<file path="src/rtl/rv32i_alu_if.sv">
// Decode <-> execute bundle for the RV32I execute stage.
// The slave side is the execute stage itself; the master side is whatever
// drives it (the decode stage, or a testbench).
interface rv32i_alu_if #(
    parameter int ALU_WIDTH       = 14,
    parameter int OPCODE_WIDTH    = 11,
    parameter int EXCEPTION_WIDTH = 4
);
    // Inputs from decode
    logic [ALU_WIDTH-1:0]       i_alu;
    logic [4:0]                 i_rs1_addr;
    logic [31:0]                i_rs1;
    logic [31:0]                i_rs2;
    logic [31:0]                i_imm;
    logic [2:0]                 i_funct3;
    logic [OPCODE_WIDTH-1:0]    i_opcode;
    logic [EXCEPTION_WIDTH-1:0] i_exception;
    logic [31:0]                i_pc;
    logic [4:0]                 i_rd_addr;
    logic                       i_ce;
    logic                       i_stall;
    logic                       i_force_stall;
    logic                       i_flush;

    // Execute/memory pipeline register and stage control
    logic [4:0]                 o_rs1_addr;
    logic [31:0]                o_rs1;
    logic [31:0]                o_rs2;
    logic [11:0]                o_imm;
    logic [2:0]                 o_funct3;
    logic [OPCODE_WIDTH-1:0]    o_opcode;
    logic [EXCEPTION_WIDTH-1:0] o_exception;
    logic [31:0]                o_y;
    logic [31:0]                o_pc;
    logic [31:0]                o_next_pc;
    logic                       o_change_pc;
    logic                       o_wr_rd;
    logic [4:0]                 o_rd_addr;
    logic [31:0]                o_rd;
    logic                       o_rd_valid;
    logic                       o_stall_from_alu;
    logic                       o_ce;
    logic                       o_stall;
    logic                       o_flush;

    modport master (
        output i_alu, i_rs1_addr, i_rs1, i_rs2, i_imm, i_funct3, i_opcode,
               i_exception, i_pc, i_rd_addr, i_ce, i_stall, i_force_stall, i_flush,
        input  o_rs1_addr, o_rs1, o_rs2, o_imm, o_funct3, o_opcode, o_exception,
               o_y, o_pc, o_next_pc, o_change_pc, o_wr_rd, o_rd_addr, o_rd,
               o_rd_valid, o_stall_from_alu, o_ce, o_stall, o_flush
    );

    modport slave (
        input  i_alu, i_rs1_addr, i_rs1, i_rs2, i_imm, i_funct3, i_opcode,
               i_exception, i_pc, i_rd_addr, i_ce, i_stall, i_force_stall, i_flush,
        output o_rs1_addr, o_rs1, o_rs2, o_imm, o_funct3, o_opcode, o_exception,
               o_y, o_pc, o_next_pc, o_change_pc, o_wr_rd, o_rd_addr, o_rd,
               o_rd_valid, o_stall_from_alu, o_ce, o_stall, o_flush
    );
endinterface

</file>
<file path="src/rtl/rv32i_alu.sv">
// RV32I execute stage: operand selection, one-hot ALU, branch/jump
// resolution, rd writeback value, and the execute/memory pipeline register
// with stall, force-stall (bubble insertion) and flush handling.
module rv32i_alu #(
    parameter int ALU_WIDTH       = 14,
    parameter int OPCODE_WIDTH    = 11,
    parameter int EXCEPTION_WIDTH = 4
) (
    input  logic          i_clk,
    input  logic          i_rst_n,
    rv32i_alu_if.slave    bus
);
    // One-hot ALU operation bit positions
    localparam int OP_ADD  = 0;
    localparam int OP_SUB  = 1;
    localparam int OP_SLT  = 2;
    localparam int OP_SLTU = 3;
    localparam int OP_XOR  = 4;
    localparam int OP_OR   = 5;
    localparam int OP_AND  = 6;
    localparam int OP_SLL  = 7;
    localparam int OP_SRL  = 8;
    localparam int OP_SRA  = 9;
    localparam int OP_EQ   = 10;
    localparam int OP_NEQ  = 11;
    localparam int OP_GE   = 12;
    localparam int OP_GEU  = 13;

    // One-hot opcode bit positions (only those that steer logic here)
    localparam int OPC_RTYPE  = 0;
    localparam int OPC_LOAD   = 2;
    localparam int OPC_STORE  = 3;
    localparam int OPC_BRANCH = 4;
    localparam int OPC_JAL    = 5;
    localparam int OPC_JALR   = 6;
    localparam int OPC_LUI    = 7;
    localparam int OPC_AUIPC  = 8;
    localparam int OPC_SYSTEM = 9;
    localparam int OPC_FENCE  = 10;

    // Compare outputs are a single flag in bit 0
    function automatic logic [31:0] flag32(input logic b);
        return {31'd0, b};
    endfunction

    // Decoded opcode flags
    logic is_rtype, is_load, is_store, is_branch, is_jal, is_jalr;
    logic is_lui, is_auipc, is_system, is_fence;

    assign is_rtype  = bus.i_opcode[OPC_RTYPE];
    assign is_load   = bus.i_opcode[OPC_LOAD];
    assign is_store  = bus.i_opcode[OPC_STORE];
    assign is_branch = bus.i_opcode[OPC_BRANCH];
    assign is_jal    = bus.i_opcode[OPC_JAL];
    assign is_jalr   = bus.i_opcode[OPC_JALR];
    assign is_lui    = bus.i_opcode[OPC_LUI];
    assign is_auipc  = bus.i_opcode[OPC_AUIPC];
    assign is_system = bus.i_opcode[OPC_SYSTEM];
    assign is_fence  = bus.i_opcode[OPC_FENCE];

    // Operands: PC-relative ops use the PC, register/branch ops use rs2
    logic        [31:0] a_op;
    logic        [31:0] b_op;
    logic signed [31:0] a_s;
    logic signed [31:0] b_s;
    logic        [4:0]  shamt;

    assign a_op  = (is_jal | is_auipc)   ? bus.i_pc  : bus.i_rs1;
    assign b_op  = (is_rtype | is_branch) ? bus.i_rs2 : bus.i_imm;
    assign a_s   = a_op;
    assign b_s   = b_op;
    assign shamt = b_op[4:0];

    // Next-state values for the pipeline register
    logic [31:0] y_d;
    logic [31:0] rd_d;
    logic [31:0] next_pc_d;
    logic        taken_d;
    logic        change_pc_d;
    logic        wr_rd_d;
    logic        rd_valid_d;
    logic        stall_from_alu_d;

    // ALU: the op vector is one-hot, so OR-ing the selected terms gives the result
    always_comb begin
        y_d = '0;
        if (bus.i_alu[OP_ADD])  y_d |= a_op + b_op;
        if (bus.i_alu[OP_SUB])  y_d |= a_op - b_op;
        if (bus.i_alu[OP_SLT])  y_d |= flag32(a_s < b_s);
        if (bus.i_alu[OP_SLTU]) y_d |= flag32(a_op < b_op);
        if (bus.i_alu[OP_XOR])  y_d |= a_op ^ b_op;
        if (bus.i_alu[OP_OR])   y_d |= a_op | b_op;
        if (bus.i_alu[OP_AND])  y_d |= a_op & b_op;
        if (bus.i_alu[OP_SLL])  y_d |= a_op << shamt;
        if (bus.i_alu[OP_SRL])  y_d |= a_op >> shamt;
        if (bus.i_alu[OP_SRA])  y_d |= 32'(a_s >>> shamt);
        if (bus.i_alu[OP_EQ])   y_d |= flag32(a_op == b_op);
        if (bus.i_alu[OP_NEQ])  y_d |= flag32(a_op != b_op);
        if (bus.i_alu[OP_GE])   y_d |= flag32(a_s >= b_s);
        if (bus.i_alu[OP_GEU])  y_d |= flag32(a_op >= b_op);
    end

    // Redirect, writeback value and writeback qualifiers
    always_comb begin
        taken_d     = is_branch & y_d[0];
        change_pc_d = taken_d | is_jal | is_jalr;
        // JALR clears bit 0 of the target; branches and JAL are PC-relative
        next_pc_d   = is_jalr ? ((bus.i_rs1 + bus.i_imm) & ~32'd1)
                              : (bus.i_pc + bus.i_imm);
        if (is_jal | is_jalr) begin
            rd_d = bus.i_pc + 32'd4;
        end else if (is_lui) begin
            rd_d = bus.i_imm;
        end else begin
            rd_d = y_d;
        end
        // CSR ops (SYSTEM with funct3!=0) write rd; ECALL/EBREAK/MRET do not
        wr_rd_d = ~(is_branch | is_store | is_fence |
                    (is_system & (bus.i_funct3 == 3'd0)));
        // Load and CSR results are only known in a later stage
        rd_valid_d       = wr_rd_d & ~(is_load | is_system);
        stall_from_alu_d = is_load | is_store;
    end

    // Stage control
    logic stall_o;
    logic stall_bit;
    logic accept;

    assign stall_o       = (bus.i_stall | bus.i_force_stall) & ~bus.i_flush;
    assign stall_bit     = stall_o | bus.i_stall;
    assign accept        = bus.i_ce & ~stall_bit;
    assign bus.o_stall   = stall_o;
    assign bus.o_flush   = bus.i_flush;

    // Pipeline register contents
    logic [4:0]                 rs1_addr_q;
    logic [31:0]                rs1_q;
    logic [31:0]                rs2_q;
    logic [11:0]                imm_q;
    logic [2:0]                 funct3_q;
    logic [OPCODE_WIDTH-1:0]    opcode_q;
    logic [EXCEPTION_WIDTH-1:0] exception_q;
    logic [31:0]                y_q;
    logic [31:0]                pc_q;
    logic [31:0]                next_pc_q;
    logic                       wr_rd_q;
    logic [4:0]                 rd_addr_q;
    logic [31:0]                rd_q;
    logic                       rd_valid_q;
    logic                       change_pc_q;
    logic                       stall_from_alu_q;
    logic                       ce_q;

    // Data register: captures the instruction whenever the stage accepts one
    always_ff @(posedge i_clk or negedge i_rst_n) begin
        if (!i_rst_n) begin
            rs1_addr_q  <= '0;
            rs1_q       <= '0;
            rs2_q       <= '0;
            imm_q       <= '0;
            funct3_q    <= '0;
            opcode_q    <= '0;
            exception_q <= '0;
            y_q         <= '0;
            pc_q        <= '0;
            next_pc_q   <= '0;
            wr_rd_q     <= 1'b0;
            rd_addr_q   <= '0;
            rd_q        <= '0;
            rd_valid_q  <= 1'b0;
        end else if (accept) begin
            rs1_addr_q  <= bus.i_rs1_addr;
            rs1_q       <= bus.i_rs1;
            rs2_q       <= bus.i_rs2;
            imm_q       <= bus.i_imm[11:0];
            funct3_q    <= bus.i_funct3;
            opcode_q    <= bus.i_opcode;
            exception_q <= bus.i_exception;
            y_q         <= y_d;
            pc_q        <= bus.i_pc;
            next_pc_q   <= next_pc_d;
            wr_rd_q     <= wr_rd_d;
            rd_addr_q   <= bus.i_rd_addr;
            rd_q        <= rd_d;
            rd_valid_q  <= rd_valid_d;
        end
    end

    // Control register: valid, redirect pulse and memory-stage stall request
    always_ff @(posedge i_clk or negedge i_rst_n) begin
        if (!i_rst_n) begin
            ce_q             <= 1'b0;
            change_pc_q      <= 1'b0;
            stall_from_alu_q <= 1'b0;
        end else if (!stall_bit) begin
            // Flush squashes the incoming instruction's side effects
            ce_q             <= bus.i_ce & ~bus.i_flush;
            change_pc_q      <= bus.i_ce & ~bus.i_flush & change_pc_d;
            stall_from_alu_q <= bus.i_ce & ~bus.i_flush & stall_from_alu_d;
        end else if (!bus.i_stall) begin
            // Force-stall only: emit a bubble downstream
            ce_q             <= 1'b0;
        end
    end

    assign bus.o_rs1_addr       = rs1_addr_q;
    assign bus.o_rs1            = rs1_q;
    assign bus.o_rs2            = rs2_q;
    assign bus.o_imm            = imm_q;
    assign bus.o_funct3         = funct3_q;
    assign bus.o_opcode         = opcode_q;
    assign bus.o_exception      = exception_q;
    assign bus.o_y              = y_q;
    assign bus.o_pc             = pc_q;
    assign bus.o_next_pc        = next_pc_q;
    assign bus.o_change_pc      = change_pc_q;
    assign bus.o_wr_rd          = wr_rd_q;
    assign bus.o_rd_addr        = rd_addr_q;
    assign bus.o_rd             = rd_q;
    assign bus.o_rd_valid       = rd_valid_q;
    assign bus.o_stall_from_alu = stall_from_alu_q;
    assign bus.o_ce             = ce_q;
endmodule

</file>
<file path="src/flat_wrapper.sv">
// flat-port wrapper written by rule: the top's interface ports become plain ports
module rv32i_alu_flat 
#(
    parameter int ALU_WIDTH       = 14,
    parameter int OPCODE_WIDTH    = 11,
    parameter int EXCEPTION_WIDTH = 4
)
  (i_clk, i_rst_n, bus_i_alu, bus_i_rs1_addr, bus_i_rs1, bus_i_rs2, bus_i_imm, bus_i_funct3, bus_i_opcode, bus_i_exception, bus_i_pc, bus_i_rd_addr, bus_i_ce, bus_i_stall, bus_i_force_stall, bus_i_flush, bus_o_rs1_addr, bus_o_rs1, bus_o_rs2, bus_o_imm, bus_o_funct3, bus_o_opcode, bus_o_exception, bus_o_y, bus_o_pc, bus_o_next_pc, bus_o_change_pc, bus_o_wr_rd, bus_o_rd_addr, bus_o_rd, bus_o_rd_valid, bus_o_stall_from_alu, bus_o_ce, bus_o_stall, bus_o_flush);
  rv32i_alu_if #(.ALU_WIDTH(ALU_WIDTH), .OPCODE_WIDTH(OPCODE_WIDTH), .EXCEPTION_WIDTH(EXCEPTION_WIDTH)) bus_i ();
  input  logic i_clk;
  input  logic i_rst_n;
  input wire logic [$bits(bus_i.i_alu)-1:0] bus_i_alu;
  input wire logic [$bits(bus_i.i_rs1_addr)-1:0] bus_i_rs1_addr;
  input wire logic [$bits(bus_i.i_rs1)-1:0] bus_i_rs1;
  input wire logic [$bits(bus_i.i_rs2)-1:0] bus_i_rs2;
  input wire logic [$bits(bus_i.i_imm)-1:0] bus_i_imm;
  input wire logic [$bits(bus_i.i_funct3)-1:0] bus_i_funct3;
  input wire logic [$bits(bus_i.i_opcode)-1:0] bus_i_opcode;
  input wire logic [$bits(bus_i.i_exception)-1:0] bus_i_exception;
  input wire logic [$bits(bus_i.i_pc)-1:0] bus_i_pc;
  input wire logic [$bits(bus_i.i_rd_addr)-1:0] bus_i_rd_addr;
  input wire logic [$bits(bus_i.i_ce)-1:0] bus_i_ce;
  input wire logic [$bits(bus_i.i_stall)-1:0] bus_i_stall;
  input wire logic [$bits(bus_i.i_force_stall)-1:0] bus_i_force_stall;
  input wire logic [$bits(bus_i.i_flush)-1:0] bus_i_flush;
  output wire logic [$bits(bus_i.o_rs1_addr)-1:0] bus_o_rs1_addr;
  output wire logic [$bits(bus_i.o_rs1)-1:0] bus_o_rs1;
  output wire logic [$bits(bus_i.o_rs2)-1:0] bus_o_rs2;
  output wire logic [$bits(bus_i.o_imm)-1:0] bus_o_imm;
  output wire logic [$bits(bus_i.o_funct3)-1:0] bus_o_funct3;
  output wire logic [$bits(bus_i.o_opcode)-1:0] bus_o_opcode;
  output wire logic [$bits(bus_i.o_exception)-1:0] bus_o_exception;
  output wire logic [$bits(bus_i.o_y)-1:0] bus_o_y;
  output wire logic [$bits(bus_i.o_pc)-1:0] bus_o_pc;
  output wire logic [$bits(bus_i.o_next_pc)-1:0] bus_o_next_pc;
  output wire logic [$bits(bus_i.o_change_pc)-1:0] bus_o_change_pc;
  output wire logic [$bits(bus_i.o_wr_rd)-1:0] bus_o_wr_rd;
  output wire logic [$bits(bus_i.o_rd_addr)-1:0] bus_o_rd_addr;
  output wire logic [$bits(bus_i.o_rd)-1:0] bus_o_rd;
  output wire logic [$bits(bus_i.o_rd_valid)-1:0] bus_o_rd_valid;
  output wire logic [$bits(bus_i.o_stall_from_alu)-1:0] bus_o_stall_from_alu;
  output wire logic [$bits(bus_i.o_ce)-1:0] bus_o_ce;
  output wire logic [$bits(bus_i.o_stall)-1:0] bus_o_stall;
  output wire logic [$bits(bus_i.o_flush)-1:0] bus_o_flush;
  assign bus_i.i_alu = bus_i_alu;
  assign bus_i.i_rs1_addr = bus_i_rs1_addr;
  assign bus_i.i_rs1 = bus_i_rs1;
  assign bus_i.i_rs2 = bus_i_rs2;
  assign bus_i.i_imm = bus_i_imm;
  assign bus_i.i_funct3 = bus_i_funct3;
  assign bus_i.i_opcode = bus_i_opcode;
  assign bus_i.i_exception = bus_i_exception;
  assign bus_i.i_pc = bus_i_pc;
  assign bus_i.i_rd_addr = bus_i_rd_addr;
  assign bus_i.i_ce = bus_i_ce;
  assign bus_i.i_stall = bus_i_stall;
  assign bus_i.i_force_stall = bus_i_force_stall;
  assign bus_i.i_flush = bus_i_flush;
  assign bus_o_rs1_addr = bus_i.o_rs1_addr;
  assign bus_o_rs1 = bus_i.o_rs1;
  assign bus_o_rs2 = bus_i.o_rs2;
  assign bus_o_imm = bus_i.o_imm;
  assign bus_o_funct3 = bus_i.o_funct3;
  assign bus_o_opcode = bus_i.o_opcode;
  assign bus_o_exception = bus_i.o_exception;
  assign bus_o_y = bus_i.o_y;
  assign bus_o_pc = bus_i.o_pc;
  assign bus_o_next_pc = bus_i.o_next_pc;
  assign bus_o_change_pc = bus_i.o_change_pc;
  assign bus_o_wr_rd = bus_i.o_wr_rd;
  assign bus_o_rd_addr = bus_i.o_rd_addr;
  assign bus_o_rd = bus_i.o_rd;
  assign bus_o_rd_valid = bus_i.o_rd_valid;
  assign bus_o_stall_from_alu = bus_i.o_stall_from_alu;
  assign bus_o_ce = bus_i.o_ce;
  assign bus_o_stall = bus_i.o_stall;
  assign bus_o_flush = bus_i.o_flush;
  rv32i_alu #(.ALU_WIDTH(ALU_WIDTH), .OPCODE_WIDTH(OPCODE_WIDTH), .EXCEPTION_WIDTH(EXCEPTION_WIDTH)) u_core (.i_clk(i_clk), .i_rst_n(i_rst_n), .bus(bus_i));
endmodule
</file>
<file path="config.mk">
export PLATFORM = sky130hd
export DESIGN_NAME = rv32i_alu_flat
export DESIGN_NICKNAME = d
export VERILOG_FILES = /design/src/rtl/rv32i_alu_if.sv /design/src/rtl/rv32i_alu.sv /design/src/flat_wrapper.sv
export SDC_FILE = /design/constraint.sdc
export NUM_CORES = 1
export LEC_CHECK = 0
export ABC_AREA = 1
export BUFFER_PORTS_ARGS = -buffer_cell sky130_fd_sc_hd__buf_2
export CORE_UTILIZATION = 55
export DETAILED_ROUTE_END_ITERATION = 16
export PLACE_DENSITY = 0.76
export SETUP_SLACK_MARGIN = 0.2
export SYNTH_ARGS = -nofsm -noshare
export SYNTH_HDL_FRONTEND = slang
export SYNTH_SLANG_ARGS = --single-unit
export TNS_END_PERCENT = 10
</file>
<file path="constraint.sdc">
create_clock -name i_clk -period 1.3 [get_ports i_clk]
set_clock_uncertainty 0.15 [all_clocks]
set_input_delay 0.26 -clock i_clk [delete_from_list [all_inputs] [get_ports i_clk]]
set_output_delay 0.26 -clock i_clk [all_outputs]
set_load 0.005 [all_outputs]
</file>
==> results of run 1 <==
==> layer usage <==
| metal | global-route usage (%) | GRT overflow |
|---|---|---|
| met1 | 89.6 | 34 |
| met2 | 110 | 1103 |
| met4 | 103 | 570 |
| met5 | 52.4 | 7 |
| met3 | 79.4 | 37 |
==> through the flow <==
| step | instance area [µm²] | setup TNS (ns) | hold WS [ns] | worst slack, ns |
|---|---|---|---|---|
| 4_1_cts | 38800 | -197.80 | -0.00537 | -1.38 |
| 3_5_place_dp | 34400 | -249.43 | 0.00821 | -2.33 |
| 3_3_place_gp | 34400 | -227.52 | 0.00249 | -2.24 |
| 2_1_floorplan | 24100 | -145.41 | -0.186 | -1.54 |
==> cells in the mapped netlist (all sizes together), types with 3 or more instances <==
cell type	number	area share, %
nand3b	4	0.13
o31ai	10	0.34
a21o	19	0.60
a31oi	44	1.2
a21boi	9	0.28
o22ai	12	0.32
a41oi	16	0.59
nor4	14	0.37
nor3	44	1.0
dfrtp	237	25
nand2	1171	19
o221ai	5	0.18
o211ai	33	1.0
o21a	13	0.42
clkbuf	107	1.7
o21bai	19	0.62
and2	5	0.13
buf	71	1.9
nor2	347	5.6
fa	3	0.25
xor2	23	0.85
o21ai	371	8.4
ha	158	8.3
inv	375	5.9
or2	12	0.32
nand4	39	1.0
nand3	341	7.2
xnor2	6	0.22
a21oi	302	6.4
clkinv	6	0.095
a221oi	8	0.32
a211oi	11	0.35
==> cell families after synthesis <==
family,count (synthesis)
AND/OR/NAND/NOR,1978
XOR/XNOR,29
AO/OA/AOI/OAI,881
adder cells (fa/ha/maj),161
flip-flops,237
buffers and inverters,559
==> what timing repair did <==
action,in CTS
setup endpoints to repair,471
hold buffers,86
gates resized for setup,535
pin swaps,94
gates cloned,8
setup buffers,54
hold endpoints to repair,324
==> impl_metrics.yaml, run 1 <==
run_status:
  status: "did not finish"
  haltStage: "global routing"
  tool.error: "[ERROR GRT-0116] Global routing finished with congestion. Check the congestion regions in the DRC Viewer."
cts:
  cts_htree_levels: 1
  clock_path_buffers: 3
  cts.sinks: 237
  cts_made_buffers: 26
  cts-root-buf: "clkbuf_16"
grt:
  grt_pass1_wl_um: 321000
  overflow: 1751
  track_usage_pct: 93.9
  grt_pass1_vias: 48000
  grt_max_degree: 64
synthesis:
  syn_area_mm2: 0.0238
  seq_area_frac_synth_pct: 24.9
  syn_nets: 4182
  synth_edf_count: 0
  synth_compound_gate_area_share_pct: 21.3
  synth_cells: 3845
  synth_mux_area_share_pct: 0
  ys_types: 60
  synthArstFlopShare_pct: 100
  synth_xor_area_share_pct: 1.07
  synth_simple_gate_area_share_pct: 34.5
  synthAdderAreaFrac_pct: 8.57
  ys.flop_type: "dfrtp_1"
  syn_area_per_cell_um2: 6.18
  synth_seq_cells: 237
  synth_top_family_by_area: "simple AND/OR/NAND/NOR gates"
  ys.warnings.count: 0
die:
  rows: 75
  die_h_um: 210
  die_x_um: 210
  ios: 415
  initial_core_util_pct: 56.2
place:
  numPlacedInstances: 5726
  gp_congestion: 1.28
  dp_hpwl_um: 110000
  io_buffers: 414
==> run 2: changes to the inputs <==
--- a/config.mk
+++ b/config.mk
@@ -7,10 +7,9 @@
 export LEC_CHECK = 0
 export ABC_AREA = 1
 export BUFFER_PORTS_ARGS = -buffer_cell sky130_fd_sc_hd__buf_2
-export CORE_UTILIZATION = 55
+export CORE_UTILIZATION = 40
 export DETAILED_ROUTE_END_ITERATION = 16
-export PLACE_DENSITY = 0.76
-export SETUP_SLACK_MARGIN = 0.2
+export PLACE_DENSITY_LB_ADDON = 0.15
 export SYNTH_ARGS = -nofsm -noshare
 export SYNTH_HDL_FRONTEND = slang
 export SYNTH_SLANG_ARGS = --single-unit
==> run 2 against run 1 <==
  * The flow now finishes, with violations (negative hold slack, negative setup slack)
  * Synthesized area did not move
  * Synthesized cell count did not move
==> impl_metrics.yaml, run 2 <==
cts:
  clk_pin_slew_ns: 0.07
  cts-root-buf: "clkbuf_16"
  cts.sinks: 237
  clock_path_buffers: 3
  cts_made_buffers: 29
  cts_htree_levels: 1
  clock_latency_ns: 0.61
  cts_tree: "yes"
worst_setup_path:
  end_kind: "flop"
  cp.required_ns: 1.69
  cp_common_cell: "buf_6"
  slowest_stage: "ha_4"
  crit_fanout: 5
  slowest_delay_ns: 0.29
  path_class: "in2reg"
  crit_path_start_kind: "input pin"
  cp.buffers_inverters: 11
  crit_family: "buffers and inverters"
  r2r_start: "u_core.bus.o_change_pc$_DFFE_PN0P_"
  startpoint: "bus_i_opcode[5]"
  crit_path_cell_trace: "buf_8 > nor2_4 > buf_6 > buf_8 > buf_6 > o21ai_4 > ha_4 > buf_4 > buf_6 > inv_6 > a21oi_2 > buf_6 > buf_6 > o21ai_4 > a21oi_2 > nand2_2 > buf_12 > o21ai_2 > a21oi_2 > nor2_4 > nand4_1 > a21oi_2 > buf_6 > nor2_4"
  crit_arrival_ns: 3.31
layout:
  final_util_pct: 72.2
  final_cell_count_no_fill: 6358
  layout-drive-gt1-share_pct: 43.9
  syn2layout_area_growth_pct: 78.9
  mostFrequentLayoutCell: "buf_4"
  layout.area.seq_mm2: 0.00593
  num_antenna_cells: 0
  nNetsFinal: 5900
  multi_input_area_mm2: 0.0187
  num-fill-cells: 4823
  layout_common_cells: "1,182 x buf_4, 1,048 x nand2_1, 408 x buf_2"
die:
  core_mm2: 0.0589
  initial_core_util_pct: 40.4
  die_h_um: 246
  rows: 89
  die_x_um: 246
  ios: 415
  die_area_mm2: 0.0604
timing:
  fin_crit_sh_pct: 225
  setup_viol: 386
  timing.fmax_ghz: 0.342
  finalSetupTns_ns: -181.11
  setup_ws_ns: -1.62
  whs_ns: -0.0301
  final.min_clock_period_ns: 2.92
  hold_viol: 14
  drv_slew: 0
  worst_pin_slew_ns: 0.725
  rsz0062_at_grt: "yes"
  relSlewSlack_pct: 51.6
pwr:
  ir_worst_vdd_uv: 1150
  power_density_mw_per_mm2: 995
  p_total_uw: 42300
  p_leak_uw: 0.0217
place:
  numPlacedInstances: 6076
  dp_hpwl_um: 122000
  gp_congestion: 1.13
  place_ws_ns: -2.87
  io_buffers: 414
grt:
  grt_pass1_vias: 33400
  grt_pass1_wl_um: 215000
  grt_use_met3_pct: 12.6
  grt_max_degree: 64
  busiest_layer: "met2"
  overflow: 0
  grt_util_met2_pct: 73.6
  met1_usage_pct: 59.4
  grt_antenna_before_repair: 8
  track_usage_pct: 48.5
synthesis:
  yosys.area.top_type_share_pct: 24.9
  synth_cells: 3845
  synth_simple_gate_area_share_pct: 34.5
  synthAdderAreaFrac_pct: 8.57
  ys_types: 60
  synthArstFlopShare_pct: 100
  ys.warnings.count: 0
  synth_compound_gate_area_share_pct: 21.3
  synth_edf_count: 0
  synth_xor_area_share_pct: 1.07
  syn_area_mm2: 0.0238
  synth_seq_cells: 237
  synth_top_family_by_area: "simple AND/OR/NAND/NOR gates"
  yosysTopAreaCell: "dfrtp_1"
  synth_mux_area_share_pct: 0
  seq_area_frac_synth_pct: 24.9
  syn_nets: 4182
  ys.flop_type: "dfrtp_1"
  netlist_top_cells_count: "1,152 x nand2_1, 367 x inv_1, 340 x nor2_1"
  syn_area_per_cell_um2: 6.18
  synth_area_leaders: "dfrtp_1 25%, nand2_1 18%, ha_1 8.3%"
  synth.most_common_cell: "nand2_1"
drt:
  dr.pass1.iters: 7
  drc: 0
  ant_nets: 0
  vias: 35800
  via_per_inst: 5.63
  first_iter_violations: 4357
  wire_per_inst_um: 24.3
  wl_um: 155000
run_status:
  violations: "negative hold slack, negative setup slack"
  status: "finished, violations left"
min_path:
  hp-class: "in2async"
job:
  cap_violations: 0
run 2: cell counts after synthesis:
Identical to the previous run, type by type.
run 2: logic make-up (layout without fill, tap and decap cells):
family | count (synthesis) | after routing
AO/OA/AOI/OAI | 881 | 881
buffers and inverters | 559 | 2299
flip-flops | 237 | 237
AND/OR/NAND/NOR | 1978 | 1978
XOR/XNOR | 29 | 29
adder cells (fa/ha/maj) | 161 | 161
run 2: stage by stage:
step                      hold WS, ns  cell area (µm²)
after detailed placement       0.0233            35800
after global placement         0.0197            35800
final                         -0.0301            42500
after floorplan                -0.186            24100
after global routing          -0.0241            42500
after CTS                     -0.0408            40000
run 2: what timing repair did:
item	in CTS	in global routing
setup buffers	42	83
gates resized for setup	419	481
endpoints found under the hold margin	348	13
hold buffers	110	1
setup endpoints to repair	354	422
pin swaps	106	174
gates cloned	6	4
run 2: final timing paths:
path                                                       end  slack (ns)  cells past startpoint
max in group asynchronous       u_core.bus.o_y[15]$_DFFE_PN0P_        0.47                      3
setup / recovery               u_core.bus.o_rd[11]$_DFFE_PN0P_       -1.62                     24
setup reg to reg            u_core.bus.o_change_pc$_DFFE_PN0P_        0.22                      2
min in group i_clk          u_core.bus.o_opcode[5]$_DFFE_PN0P_       -0.01                      5
hold reg to reg                u_core.bus.o_rs2[7]$_DFFE_PN0P_        0.32                      2
hold / removal             u_core.bus.o_next_pc[5]$_DFFE_PN0P_       -0.03                      2
run 2: power by group:
group | switching (µW) | leakage (µW) | internal (µW) | total [µW]
clock network | 3770 | 0.000471 | 4710 | 8480
registers | 899 | 0.00281 | 8680 | 9580
logic | 13500 | 0.0184 | 10800 | 24300
run 2: area by class of cell:
class,count,area share [%]
inverters,381,3.45
clock buffers,39,1.86
flip-flops and latches,237,13.9
clock inverters,14,0.371
repair buffers,1865,34.1
multi-input cells,3049,44.0
well taps,773,2.27
run 2: routing by layer:
layer  routed length (µm)  vias up
li1                     -    16300
met1                58000    16600
met2                65100     2237
met3                17200      661
met4                14300       16
met5                  113        -
Note: power is estimated with default switching activity, not from simulation.
